## src/rtl/dram_pkg.sv

```systemverilog
// Shared DRAM definitions: command encodings, timing constants, address fields,
// error codes and per-bank state shared by the command responder and its bank trackers.
package dram_pkg;

  localparam logic [2:0] CMD_NOP = 3'd0;
  localparam logic [2:0] CMD_PRE = 3'd1;
  localparam logic [2:0] CMD_ACT = 3'd2;
  localparam logic [2:0] CMD_RD  = 3'd3;
  localparam logic [2:0] CMD_WR  = 3'd4;

  localparam int unsigned T_RCD   = 5;
  localparam int unsigned T_RAS   = 10;
  localparam int unsigned T_RP    = 4;
  localparam int unsigned T_RRD_L = 4;
  localparam int unsigned T_RRD_S = 2;
  localparam int unsigned T_CCD_L = 4;
  localparam int unsigned T_CCD_S = 1;
  localparam int unsigned T_RTW   = 6;
  localparam int unsigned T_RTP   = 3;
  localparam int unsigned T_WR    = 6;

  localparam int unsigned ROW_MSB  = 29;
  localparam int unsigned ROW_LSB  = 16;
  localparam int unsigned BG_MSB   = 15;
  localparam int unsigned BG_LSB   = 14;
  localparam int unsigned BANK_MSB = 13;
  localparam int unsigned BANK_LSB = 12;

  typedef logic [3:0] timer_t;

  // Timers are loaded with T-1 on the accepting edge so the next command of that
  // kind is legal exactly T cycles after the one that armed it.
  localparam timer_t LD_RCD   = timer_t'(T_RCD - 1);
  localparam timer_t LD_RAS   = timer_t'(T_RAS - 1);
  localparam timer_t LD_RP    = timer_t'(T_RP - 1);
  localparam timer_t LD_RRD_L = timer_t'(T_RRD_L - 1);
  localparam timer_t LD_RRD_S = timer_t'(T_RRD_S - 1);
  localparam timer_t LD_CCD_L = timer_t'(T_CCD_L - 1);
  localparam timer_t LD_CCD_S = timer_t'(T_CCD_S - 1);
  localparam timer_t LD_RTW   = timer_t'(T_RTW - 1);
  localparam timer_t LD_RTP   = timer_t'(T_RTP - 1);
  localparam timer_t LD_WR    = timer_t'(T_WR - 1);

  typedef enum logic [2:0] {
    ErrNone    = 3'd0,
    ErrActOpen = 3'd1,
    ErrClosed  = 3'd2,
    ErrRowMiss = 3'd3,
    ErrTiming  = 3'd4,
    ErrUnknown = 3'd5
  } err_code_e;

  typedef struct packed {
    logic        is_open;
    logic [13:0] open_row;
    timer_t      t_can_act;
    timer_t      t_can_pre;
    timer_t      t_can_rd;
    timer_t      t_can_wr;
  } bank_state_t;

  typedef struct packed {
    logic        valid;
    logic [31:0] data;
  } rd_slot_t;

  function automatic timer_t tmax(timer_t a, timer_t b);
    return (a > b) ? a : b;
  endfunction

endpackage

```

## src/rtl/dram_bank_tracker.sv

```systemverilog
// One DRAM bank: open/row state plus four countdown timers, each floored by a
// minimum supplied by the top level on the cycle a command is accepted.
module dram_bank_tracker
  import dram_pkg::*;
(
  input  logic        clk_i,
  input  logic        rst_ni,
  input  logic        act_i,
  input  logic        pre_i,
  input  logic [13:0] row_i,
  input  timer_t      act_min_i,
  input  timer_t      pre_min_i,
  input  timer_t      rd_min_i,
  input  timer_t      wr_min_i,
  output bank_state_t state_o
);

  bank_state_t state_q, state_d;

  function automatic timer_t dec(timer_t t);
    return (t == '0) ? '0 : t - 1'b1;
  endfunction

  always_comb begin
    state_d           = state_q;
    state_d.t_can_act = tmax(dec(state_q.t_can_act), act_min_i);
    state_d.t_can_pre = tmax(dec(state_q.t_can_pre), pre_min_i);
    state_d.t_can_rd  = tmax(dec(state_q.t_can_rd), rd_min_i);
    state_d.t_can_wr  = tmax(dec(state_q.t_can_wr), wr_min_i);
    if (act_i) begin
      state_d.is_open  = 1'b1;
      state_d.open_row = row_i;
    end
    if (pre_i) begin
      state_d.is_open = 1'b0;
    end
  end

  always_ff @(posedge clk_i) begin
    if (!rst_ni) begin
      state_q <= '0;
    end else begin
      state_q <= state_d;
    end
  end

  assign state_o = state_q;

endmodule

```

## src/rtl/dram_cmd_responder.sv

```systemverilog
// DRAM command responder: checks controller commands against per-bank state and
// timing, flags violations, and returns a synthetic read pattern after RD_LAT cycles.
module dram_cmd_responder
  import dram_pkg::*;
#(
  parameter int unsigned RD_LAT   = 4,
  parameter logic [31:0] DATA_KEY = 32'hA5A5_A5A5
) (
  input  logic        clk,
  input  logic        reset,
  input  logic [2:0]  command,
  input  logic [31:0] address,
  input  logic [31:0] write_data,
  output logic        rd_valid,
  output logic [31:0] rd_data,
  output logic        err_valid,
  output logic [2:0]  err_code,
  output logic [15:0] err_count,
  output logic [15:0] open_mask,
  output logic [31:0] last_wr_data
);

  logic [13:0] row;
  logic [1:0]  bg;
  logic [3:0]  idx;
  assign row = address[ROW_MSB:ROW_LSB];
  assign bg  = address[BG_MSB:BG_LSB];
  assign idx = {bg, address[BANK_MSB:BANK_LSB]};

  bank_state_t bank_st [16];
  bank_state_t sel;
  assign sel = bank_st[idx];

  err_code_e err_d, err_code_q;
  logic      err_valid_q;
  logic      accept, do_act, do_pre, do_rd, do_wr;
  logic [15:0] err_count_q, err_count_d;
  logic [31:0] last_wr_q;

  always_comb begin
    err_d = ErrNone;
    case (command)
      CMD_NOP: err_d = ErrNone;
      CMD_ACT: begin
        if (sel.is_open)                err_d = ErrActOpen;
        else if (sel.t_can_act != '0)   err_d = ErrTiming;
      end
      CMD_PRE: begin
        // Precharge of a closed bank is a no-op and never checked for timing.
        if (sel.is_open && sel.t_can_pre != '0) err_d = ErrTiming;
      end
      CMD_RD, CMD_WR: begin
        if (!sel.is_open)               err_d = ErrClosed;
        else if (sel.open_row != row)   err_d = ErrRowMiss;
        else if (((command == CMD_RD) ? sel.t_can_rd : sel.t_can_wr) != '0) err_d = ErrTiming;
      end
      default: err_d = ErrUnknown;
    endcase
  end

  assign accept = (err_d == ErrNone);
  assign do_act = accept && (command == CMD_ACT);
  assign do_pre = accept && (command == CMD_PRE) && sel.is_open;
  assign do_rd  = accept && (command == CMD_RD);
  assign do_wr  = accept && (command == CMD_WR);

  logic [15:0] act_en, pre_en;
  timer_t      act_min [16];
  timer_t      pre_min [16];
  timer_t      rd_min  [16];
  timer_t      wr_min  [16];

  always_comb begin
    for (int b = 0; b < 16; b++) begin
      act_en[b]  = 1'b0;
      pre_en[b]  = 1'b0;
      act_min[b] = '0;
      pre_min[b] = '0;
      rd_min[b]  = '0;
      wr_min[b]  = '0;
      if (do_act) begin
        if (4'(b) == idx) begin
          act_en[b]  = 1'b1;
          rd_min[b]  = LD_RCD;
          wr_min[b]  = LD_RCD;
          pre_min[b] = LD_RAS;
        end else begin
          act_min[b] = (2'(b / 4) == bg) ? LD_RRD_L : LD_RRD_S;
        end
      end
      if (do_pre && (4'(b) == idx)) begin
        pre_en[b]  = 1'b1;
        act_min[b] = LD_RP;
      end
      if (do_rd) begin
        if (4'(b) == idx) pre_min[b] = LD_RTP;
        rd_min[b] = (2'(b / 4) == bg) ? LD_CCD_L : LD_CCD_S;
        wr_min[b] = LD_RTW;
      end
      if (do_wr) begin
        if (4'(b) == idx) pre_min[b] = LD_WR;
        wr_min[b] = (2'(b / 4) == bg) ? LD_CCD_L : LD_CCD_S;
      end
    end
  end

  for (genvar g = 0; g < 16; g++) begin : gen_bank
    dram_bank_tracker u_bank (
      .clk_i     (clk),
      .rst_ni    (reset),
      .act_i     (act_en[g]),
      .pre_i     (pre_en[g]),
      .row_i     (row),
      .act_min_i (act_min[g]),
      .pre_min_i (pre_min[g]),
      .rd_min_i  (rd_min[g]),
      .wr_min_i  (wr_min[g]),
      .state_o   (bank_st[g])
    );
  end

  always_comb begin
    for (int b = 0; b < 16; b++) open_mask[b] = bank_st[b].is_open;
  end

  rd_slot_t [RD_LAT-1:0] pipe_q, pipe_d;

  always_comb begin
    pipe_d    = pipe_q;
    pipe_d[0] = '{valid: do_rd, data: do_rd ? (address ^ DATA_KEY) : '0};
    for (int unsigned i = 1; i < RD_LAT; i++) pipe_d[i] = pipe_q[i-1];
  end

  assign err_count_d = ((err_d != ErrNone) && (err_count_q != 16'hFFFF)) ?
                       err_count_q + 16'd1 : err_count_q;

  always_ff @(posedge clk) begin
    if (!reset) begin
      pipe_q      <= '0;
      err_valid_q <= 1'b0;
      err_code_q  <= ErrNone;
      err_count_q <= '0;
      last_wr_q   <= '0;
    end else begin
      pipe_q      <= pipe_d;
      err_valid_q <= (err_d != ErrNone);
      err_code_q  <= err_d;
      err_count_q <= err_count_d;
      if (do_wr) last_wr_q <= write_data;
    end
  end

  assign rd_valid     = pipe_q[RD_LAT-1].valid;
  assign rd_data      = pipe_q[RD_LAT-1].data;
  assign err_valid    = err_valid_q;
  assign err_code     = err_code_q;
  assign err_count    = err_count_q;
  assign last_wr_data = last_wr_q;

endmodule
```

## config.mk

```make
export PLATFORM = sky130hd
export DESIGN_NAME = dram_cmd_responder
export DESIGN_NICKNAME = d
export VERILOG_FILES = /design/src/rtl/dram_pkg.sv /design/src/rtl/dram_bank_tracker.sv /design/src/rtl/dram_cmd_responder.sv
export SDC_FILE = /design/constraint.sdc
export NUM_CORES = 2
export LEC_CHECK = 0
export ABC_AREA = 1
export CAP_MARGIN = 20
export CORE_ASPECT_RATIO = 2
export CORE_MARGIN = 3
export CORE_UTILIZATION = 59
export DETAILED_ROUTE_END_ITERATION = 10
export GPL_TIMING_DRIVEN = 0
export PLACE_DENSITY = 0.84
export SYNTH_ARGS = -nofsm -noshare
export SYNTH_HDL_FRONTEND = slang
export SYNTH_SLANG_ARGS = --single-unit
```

## constraint.sdc

```tcl
create_clock -name clk -period 8.35 [get_ports clk]
set_clock_uncertainty 0.05 [all_clocks]
set_input_delay 1.67 -clock clk [delete_from_list [all_inputs] [get_ports clk]]
set_output_delay 1.67 -clock clk [all_outputs]
set_load 0.03 [all_outputs]
```

## Word-level counts from Yosys, hierarchy flattened

Index checks and enable logic that the tools add are counted.

| storage, ports and cells | value |
|---|---|
| register bits after elaboration | 680 |
| input port bits | 69 |
| output and inout bits | 101 |
| logic and storage cells | 797 |

| operators by class | value |
|---|---|
| add/subtract/negate cells | 65 |
| $lt $le $gt $ge | 65 |
| equality and inequality tests | 24 |
| multiplexer cells | 419 |
| bitwise operators | 3 |
| reductions and logical operators | 113 |

Operators with widths:

| operator | count |
|---|---|
| $mux 4 | 289 |
| $logic_not 4->1 | 65 |
| $gt 4x4->1 | 64 |
| $sub 4x1->4 const B | 64 |
| $bmux 31 s4 | 1 |
| $mux 3 | 38 |
| $mux 2 | 40 |
| $mux 31 | 2 |
| $mux 1 | 48 |
| $reduce_or 2->1 | 17 |
| $eq 4x4->1 const A | 8 |
| $logic_and 1x1->1 | 23 |
| $add 16x1->16 const B | 1 |
| $eq 3x4->1 const A | 4 |
| $ne 16x16->1 const B | 1 |
| $not 16->16 | 1 |
| $ne 14x14->1 | 1 |
| $pmux 3 s4 | 1 |
| $reduce_bool 4->1 | 3 |
| $eq 2x4->1 const A | 2 |
| $eq 3x2->1 const B | 2 |
| $logic_not 3->1 | 2 |
| $ge 5x5->1 const B | 1 |
| $not 4->5 | 1 |
| other kinds (9) | 10 |

## Longest topological paths before layout

| logic depth | value |
|---|---|
| depth after elaboration | 19 |
| gate-level depth with buffers | 32 |
| gate-level depth less buffers | 31 |

## By module

From an unflattened synthesis, not the netlist that was laid out.

| second synthesis, totals | value |
|---|---|
| cell total of the unflattened synthesis | 6,415 |
| area, all modules | 41,128.2 sq um |

Modules (own cells, without submodules):

| module | instances | cells each | area an instance (sq um) | sequential area each (sq um) |
|---|---|---|---|---|
| dram_bank_tracker (gen_bank[12].u_bank ...) | 11 | 278 | 1,859.3 | 620.6 |
| dram_cmd_responder | 1 | 1,964 | 11,116.9 | 3,683.5 |
| dram_bank_tracker (gen_bank[0].u_bank ...) | 4 | 278 | 1,923.1 | 620.6 |
| dram_bank_tracker (gen_bank[6].u_bank) | 1 | 281 | 1,866.8 | 620.6 |

## Worst setup path after synthesis

Ideal clock, no wire load.

| timing path | value |
|---|---|
| path type | input-to-reg |
| start point | input address[13] |
| end point | register gen_bank[4].u_bank.state_q, in the netlist gen_bank[4].u_bank.state_o[0] |
| library setup time | 0.116 ns |
| arrival | 5.032 ns |
| required time | 8.184 ns |
| path slack | 3.152 ns |
| stages on the path | 28 |
| path buffers | 6 |
| cells stage by stage | buf_2 buf_2 buf_1 nand2_1 nand2_1 nand2_1 nand2_1 nor2_1 nand2_1 nand2_1 nor2_1 nand2_1 nor2_1 nand2_1 nand3_1 nand3_1 nor2_4 buf_4 buf_4 buf_2 a31oi_1 ha_1 a21oi_1 o21ai_0 a21oi_1 inv_1 o21ai_0 inv_1 |

| on the way | value |
|---|---|
| longest elaborated chain between the ends | 17 |
| elaborated cells between the ends (all ways) | 28 |
| classes of those cells | 1 x order compare; 2 x eq/ne; 16 x mux; 1 x bitwise; 8 x reduce/logical |

RTL lines:

| what | RTL line | source |
|---|---|---|
| start: declaration | dram_cmd_responder.sv:12 | `input logic [31:0] address,` |
| $not 4->5 (not written as such) | dram_cmd_responder.sv:32 | `assign sel = bank_st[idx];` |
| $bmux 31 s4 | dram_cmd_responder.sv:32 |  |
| $mux 31 (not written as such) (2 in a row) | dram_cmd_responder.sv:32 |  |
| $mux 4 | dram_cmd_responder.sv:55 | `else if (((command == CMD_RD) ? sel.t_can_rd : sel.t_can_wr) != '0) err_d = ErrTiming;` |
| $reduce_bool 4->1 | dram_cmd_responder.sv:55 |  |
| $mux 3 | dram_cmd_responder.sv:55 |  |
| $mux 3 | dram_cmd_responder.sv:54 | `else if (sel.open_row != row) err_d = ErrRowMiss;` |
| $mux 3 | dram_cmd_responder.sv:53 | `if (!sel.is_open) err_d = ErrClosed;` |
| $pmux 3 s4 | dram_cmd_responder.sv:42 | `case (command)` |
| $logic_not 3->1 | dram_cmd_responder.sv:61 | `assign accept = (err_d == ErrNone);` |
| $logic_and 1x1->1 | dram_cmd_responder.sv:62 | `assign do_act = accept && (command == CMD_ACT);` |
| $mux 3 | dram_cmd_responder.sv:81 | `if (do_act) begin` |
| $mux 4 | dram_cmd_responder.sv:95 | `if (do_rd) begin` |
| $mux 4 * | dram_cmd_responder.sv:100 | `if (do_wr) begin` |
| $gt 4x4->1 | dram_pkg.sv:68 | `return (a > b) ? a : b;` |
| $mux 4 * | dram_pkg.sv:68 |  |
| end signal: assignment | dram_bank_tracker.sv:43 | `state_q <= state_d;` |
| end: declaration | dram_bank_tracker.sv:18 | `bank_state_t state_q, state_d;` |

Mark *: on every way between the ends. The rest lies on a longest branch, timed or not. The select of a mux whose other input is x is not followed.
A chain may end at the register's enable or synchronous reset.

## Final worst setup path

| timing path | value |
|---|---|
| start point | input address[15] |
| end point | register gen_bank[7].u_bank.state_q, in the netlist gen_bank[7].u_bank.state_o[10] |

| on the way | value |
|---|---|
| longest elaborated chain between the ends | 19 |
| elaborated cells between the ends (all ways) | 30 |
| classes of those cells | 1 x order compare; 2 x eq/ne; 18 x mux; 1 x bitwise; 8 x reduce/logical |

RTL lines:

| what | RTL line | source |
|---|---|---|
| $not 4->5 (not written as such) | dram_cmd_responder.sv:32 |  |
| $bmux 31 s4 | dram_cmd_responder.sv:32 |  |
| $mux 31 (not written as such) (2 in a row) | dram_cmd_responder.sv:32 |  |
| $mux 4 | dram_cmd_responder.sv:55 |  |
| $reduce_bool 4->1 | dram_cmd_responder.sv:55 |  |
| $mux 3 | dram_cmd_responder.sv:55 |  |
| $mux 3 | dram_cmd_responder.sv:54 |  |
| $mux 3 | dram_cmd_responder.sv:53 |  |
| (+2 left out) | - |  |
| $logic_and 1x1->1 | dram_cmd_responder.sv:62 |  |
| $mux 4 | dram_cmd_responder.sv:81 |  |
| $mux 4 | dram_cmd_responder.sv:96 | `if (4'(b) == idx) pre_min[b] = LD_RTP;` |
| $mux 4 | dram_cmd_responder.sv:95 |  |
| $mux 4 | dram_cmd_responder.sv:101 | `if (4'(b) == idx) pre_min[b] = LD_WR;` |
| $mux 4 * | dram_cmd_responder.sv:100 |  |
| $gt 4x4->1 | dram_pkg.sv:68 |  |
| $mux 4 * | dram_pkg.sv:68 |  |
| end signal: assignment | dram_bank_tracker.sv:43 |  |
| end: declaration | dram_bank_tracker.sv:18 |  |

Marked as above.

==> qor.tcl <==
set qor(critPathSlowestCell) {sky130_fd_sc_hd__clkdlybuf4s50_1}
set qor(most_common_flop_cell_mapped_by_yosys) {sky130_fd_sc_hd__dfxtp_1}
set qor(layout_cell_share_with_drive_strength_beyond_1) 0.0445
set qor(cts_max_path_buffers) 3
set qor(layout_min_cycle_time_ns) 8.18
set qor(synth.area.top_cells) {sky130_fd_sc_hd__dfxtp_1 (39%), sky130_fd_sc_hd__nand2_1 (16%), sky130_fd_sc_hd__nor2_1 (8.2%)}
set qor(cts_made_buffers) 60
set qor(yosys.area.top_type) {sky130_fd_sc_hd__dfxtp_1}
set qor(max_stage_delay_ns) 0.64
set qor(critical_path.most_common_cell) {sky130_fd_sc_hd__nand2_1}
set qor(average_instance_area_after_synthesis_um2) 6.56
set qor(placement.io_buffers) 159
set qor(fin_nets) 5852
set qor(die_h_um) 351
set qor(leakage_nw) 19.2
set qor(synth-edff-count) 0
set qor(critical_path_peak_fanout) 10
set qor(finalHoldWorstSlack_ns) 0.360
set qor(category_of_the_most_critical_setup_path) {in2reg}
set qor(post-place-ws_ns) -0.343
set qor(synth.distinct_cells) 34
set qor(drt_first_pass_iters) 9
set qor(commonest_cells_in_the_synthesized_netlist) {sky130_fd_sc_hd__nand2_1 (1540), sky130_fd_sc_hd__nor2_1 (766), sky130_fd_sc_hd__dfxtp_1 (680), sky130_fd_sc_hd__inv_1 (598), sky130_fd_sc_hd__o21ai_0 (397)}
set qor(cts_htree_levels) 2
set qor(ys_seq_area_frac) 0.387
set qor(clock-root-buffer) {sky130_fd_sc_hd__clkbuf_16}
set qor(cts.clk_slew.worst_paths_ns) 0.07
set qor(grt_pass1_vias) 36000
set qor(remaining_drc_errors) 0
set qor(vias_per_cell) 5.82
set qor(design.die.area_mm2) 0.0627
set qor(finish.cell_count_without_fillers) 6405
set qor(max_cap_violations) 0
set qor(timing.final.ws_setup_ns) 0.174
set qor(final_design_utilization) 0.684
set qor(synthesized_area_mm2) 0.0351
set qor(relSlewSlack) 0.122
set qor(worstHoldPathType) {reg2reg}
set qor(die_w_um) 179
set qor(timing.final.setup_violations) 0
set qor(dr.first_iter.drc_count) 3808
set qor(worst_slew_pin_slew_ns) 1.31
set qor(clock_sinks) 680
set qor(register_area_mm2) 0.0136
set qor(wire_per_inst_um) 21.4
set qor(synth-async-reset-ratio) 0
set qor(setup.worst_path.end_class) {flip-flop}
set qor(cp_data_arrival_time_ns) 8.71
set qor(timing.fmax_mhz) 122
set qor(layout_worst_path_cycle_share) 0.979
set qor(hold-path-cell-count) 2
set qor(worstSetupPathDepth) 25
set qor(crit_path_start_kind) {primary input}
set qor(post_synth_inst_count) 5359
set qor(grt.total_usage) 0.428
set qor(final.fill_count) 5224
set qor(initial_core_util) 0.601
set qor(synth_largest_type_area_fraction) 0.387
set qor(detailedPlacementHpwl_um) 100000
set qor(placer_congestion) 1.10
set qor(postLayoutCellArea_mm2) 0.0400
set qor(clk_latency_ns) 0.68
set qor(coreArea_mm2) 0.0585
set qor(final-max-slew-violation-count) 0
set qor(detailroute.via_count) 37300
set qor(area_growth_syn_to_layout_pct) 13.8
set qor(post_synthesis_net_count) 5621
set qor(io-pin-count) 170
set qor(yosys_register_bits) 680
set qor(ir_drop_uv) 193
set qor(initial_antenna_violation_count) 7
set qor(place_area_mm2) 0.0378
set qor(status) {finished, final reports clean}
set qor(drt.antenna.violating_nets) 0
set qor(cellPowerDensity_mw_per_mm2) 247
set qor(critPathRequiredTime_ns) 8.89
set qor(synth_most_common_cell) {sky130_fd_sc_hd__nand2_1}
set qor(cp_top_family) {simple AND/OR/NAND/NOR gates}
set qor(rsz0062_at_grt) {no}
set qor(synthesis.yosys.warnings) 0
set qor(global_route.overflow_total) 0
set qor(std_cell_rows) 125
set qor(hold_violations) 0
set qor(grt_first_pass_wirelength_um) 201000
set qor(wl_um) 137000
set qor(post-place-cells) 6284
set qor(tritoncts_clock_tree) {done}
set qor(path_buf_inv) 5
set qor(multi_input_area_mm2) 0.0180
set qor(grt_start_max_net_pins) 18
set qor(worst_r2r_path_depth) 25
## metrics by stage
stage | TNS, ns | power (W)
2_1_floorplan | 0 | 0.00600
3_3_place_gp | -11.16 | 0.00667
3_5_place_dp | -14.98 | 0.00677
4_1_cts | 0 | 0.00976
5_1_grt | 0 | 0.0104
6_report | 0 | 0.00987
## final cells by class
cell class	instances	share of cell area
Multi-Input combinational cell	3795	0.451
Sequential cell	680	0.340
Inverter	607	0.0570
Clock buffer	88	0.0444
Timing Repair Buffer	169	0.0436
Buffer	277	0.0307
Tap cell	762	0.0238
Clock inverter	24	0.00895
Antenna cell	3	0.000188
## worst paths after layout
kind	start	slack, ns	end
hold reg to reg	pipe_d[81]$_SDFF_PN0_	0.36	pipe_d[114]$_SDFF_PN0_
setup reg to reg	gen_bank[3].u_bank.state_o[20]$_SDFFE_PN0N_	2.36	gen_bank[7].u_bank.state_o[10]$_SDFF_PN0_
hold / removal	pipe_d[81]$_SDFF_PN0_	0.36	pipe_d[114]$_SDFF_PN0_
setup / recovery	address[15]	0.17	gen_bank[7].u_bank.state_o[10]$_SDFF_PN0_
## worst reg2reg max path: stages (launching register included)
cell and delay, ns:
sky130_fd_sc_hd__dfxtp_1 0.32, sky130_fd_sc_hd__nand2_1 0.07, sky130_fd_sc_hd__o21ai_0 0.08, sky130_fd_sc_hd__nand2_1 0.09, sky130_fd_sc_hd__nand2_1 0.05, sky130_fd_sc_hd__nand2_1 0.16
sky130_fd_sc_hd__nand2_1 0.28, sky130_fd_sc_hd__o21ai_0 0.25, sky130_fd_sc_hd__nand2_1 0.11, sky130_fd_sc_hd__nor2_1 0.15, sky130_fd_sc_hd__nand2_1 0.10, sky130_fd_sc_hd__nor2_1 0.55
sky130_fd_sc_hd__nand2_1 0.11, sky130_fd_sc_hd__nand3_1 0.09, sky130_fd_sc_hd__nand3_1 0.38, sky130_fd_sc_hd__nor2_4 0.51, sky130_fd_sc_hd__buf_2 0.42, sky130_fd_sc_hd__buf_2 0.40
sky130_fd_sc_hd__buf_2 0.34, sky130_fd_sc_hd__nand3_1 0.16, sky130_fd_sc_hd__ha_1 0.36, sky130_fd_sc_hd__a21oi_1 0.17, sky130_fd_sc_hd__o21ai_0 0.10, sky130_fd_sc_hd__o21ai_1 0.27
sky130_fd_sc_hd__o21ai_0 0.14, sky130_fd_sc_hd__a21oi_1 0.19
## per-layer routing
metal  up-vias  track usage  wire (µm)
met5         -            0         57
met4         8        0.469      18400
met3       870        0.129      13800
met2      2050        0.698      61900
met1     16800        0.398      42900
li1      17500            -          -
## flip-flops by register name, indices dropped and copies added, names as in the netlist
| name | count |
|---|---|
| err_count | 16 |
| gen_bank.u_bank.state_o | 496 |
| err_valid | 1 |
| err_code | 3 |
| rd_data | 32 |
| last_wr_data | 32 |
| pipe_d | 99 |
| rd_valid | 1 |
## cells in the final DEF, fill, tap and decap left out, types with 150 or more instances in the layout
master                            count
sky130_fd_sc_hd__inv_1              598
sky130_fd_sc_hd__o21ai_0            397
sky130_fd_sc_hd__clkbuf_1           170
sky130_fd_sc_hd__nand4_1            150
sky130_fd_sc_hd__nor2_1             764
sky130_fd_sc_hd__clkdlybuf4s50_1    159
sky130_fd_sc_hd__ha_1               193
sky130_fd_sc_hd__dfxtp_1            680
sky130_fd_sc_hd__a21oi_1            395
sky130_fd_sc_hd__nand2_1           1540
## repair_timing
item | CTS | global route
buffers inserted | 0 | 0
hold buffers | 0 | 0
hold endpoints to repair | 0 | 0
setup endpoints to repair | 0 | 110
gates resized for setup | 0 | 8
## cells by family (layout without fill, tap and decap cells)
family	Yosys count	after routing	synth area share
flops	680	680	0.387
xor+xnor	14	14	0.00349
compound gates	900	900	0.132
buf+inv	884	1165	0.0997
simple gates	2688	2688	0.309
other cells	0	3	0
fa+ha+maj	193	193	0.0687
## where the power goes
part	leakage, nW	internal [W]	switching (W)
combinational	12.7	0.00107	0.00211
clock	1.04	0.00168	0.00137
sequential	5.50	0.00349	0.000146
total	19.2	0.00624	0.00363
No activity file was read; power rests on OpenSTA's default activity.
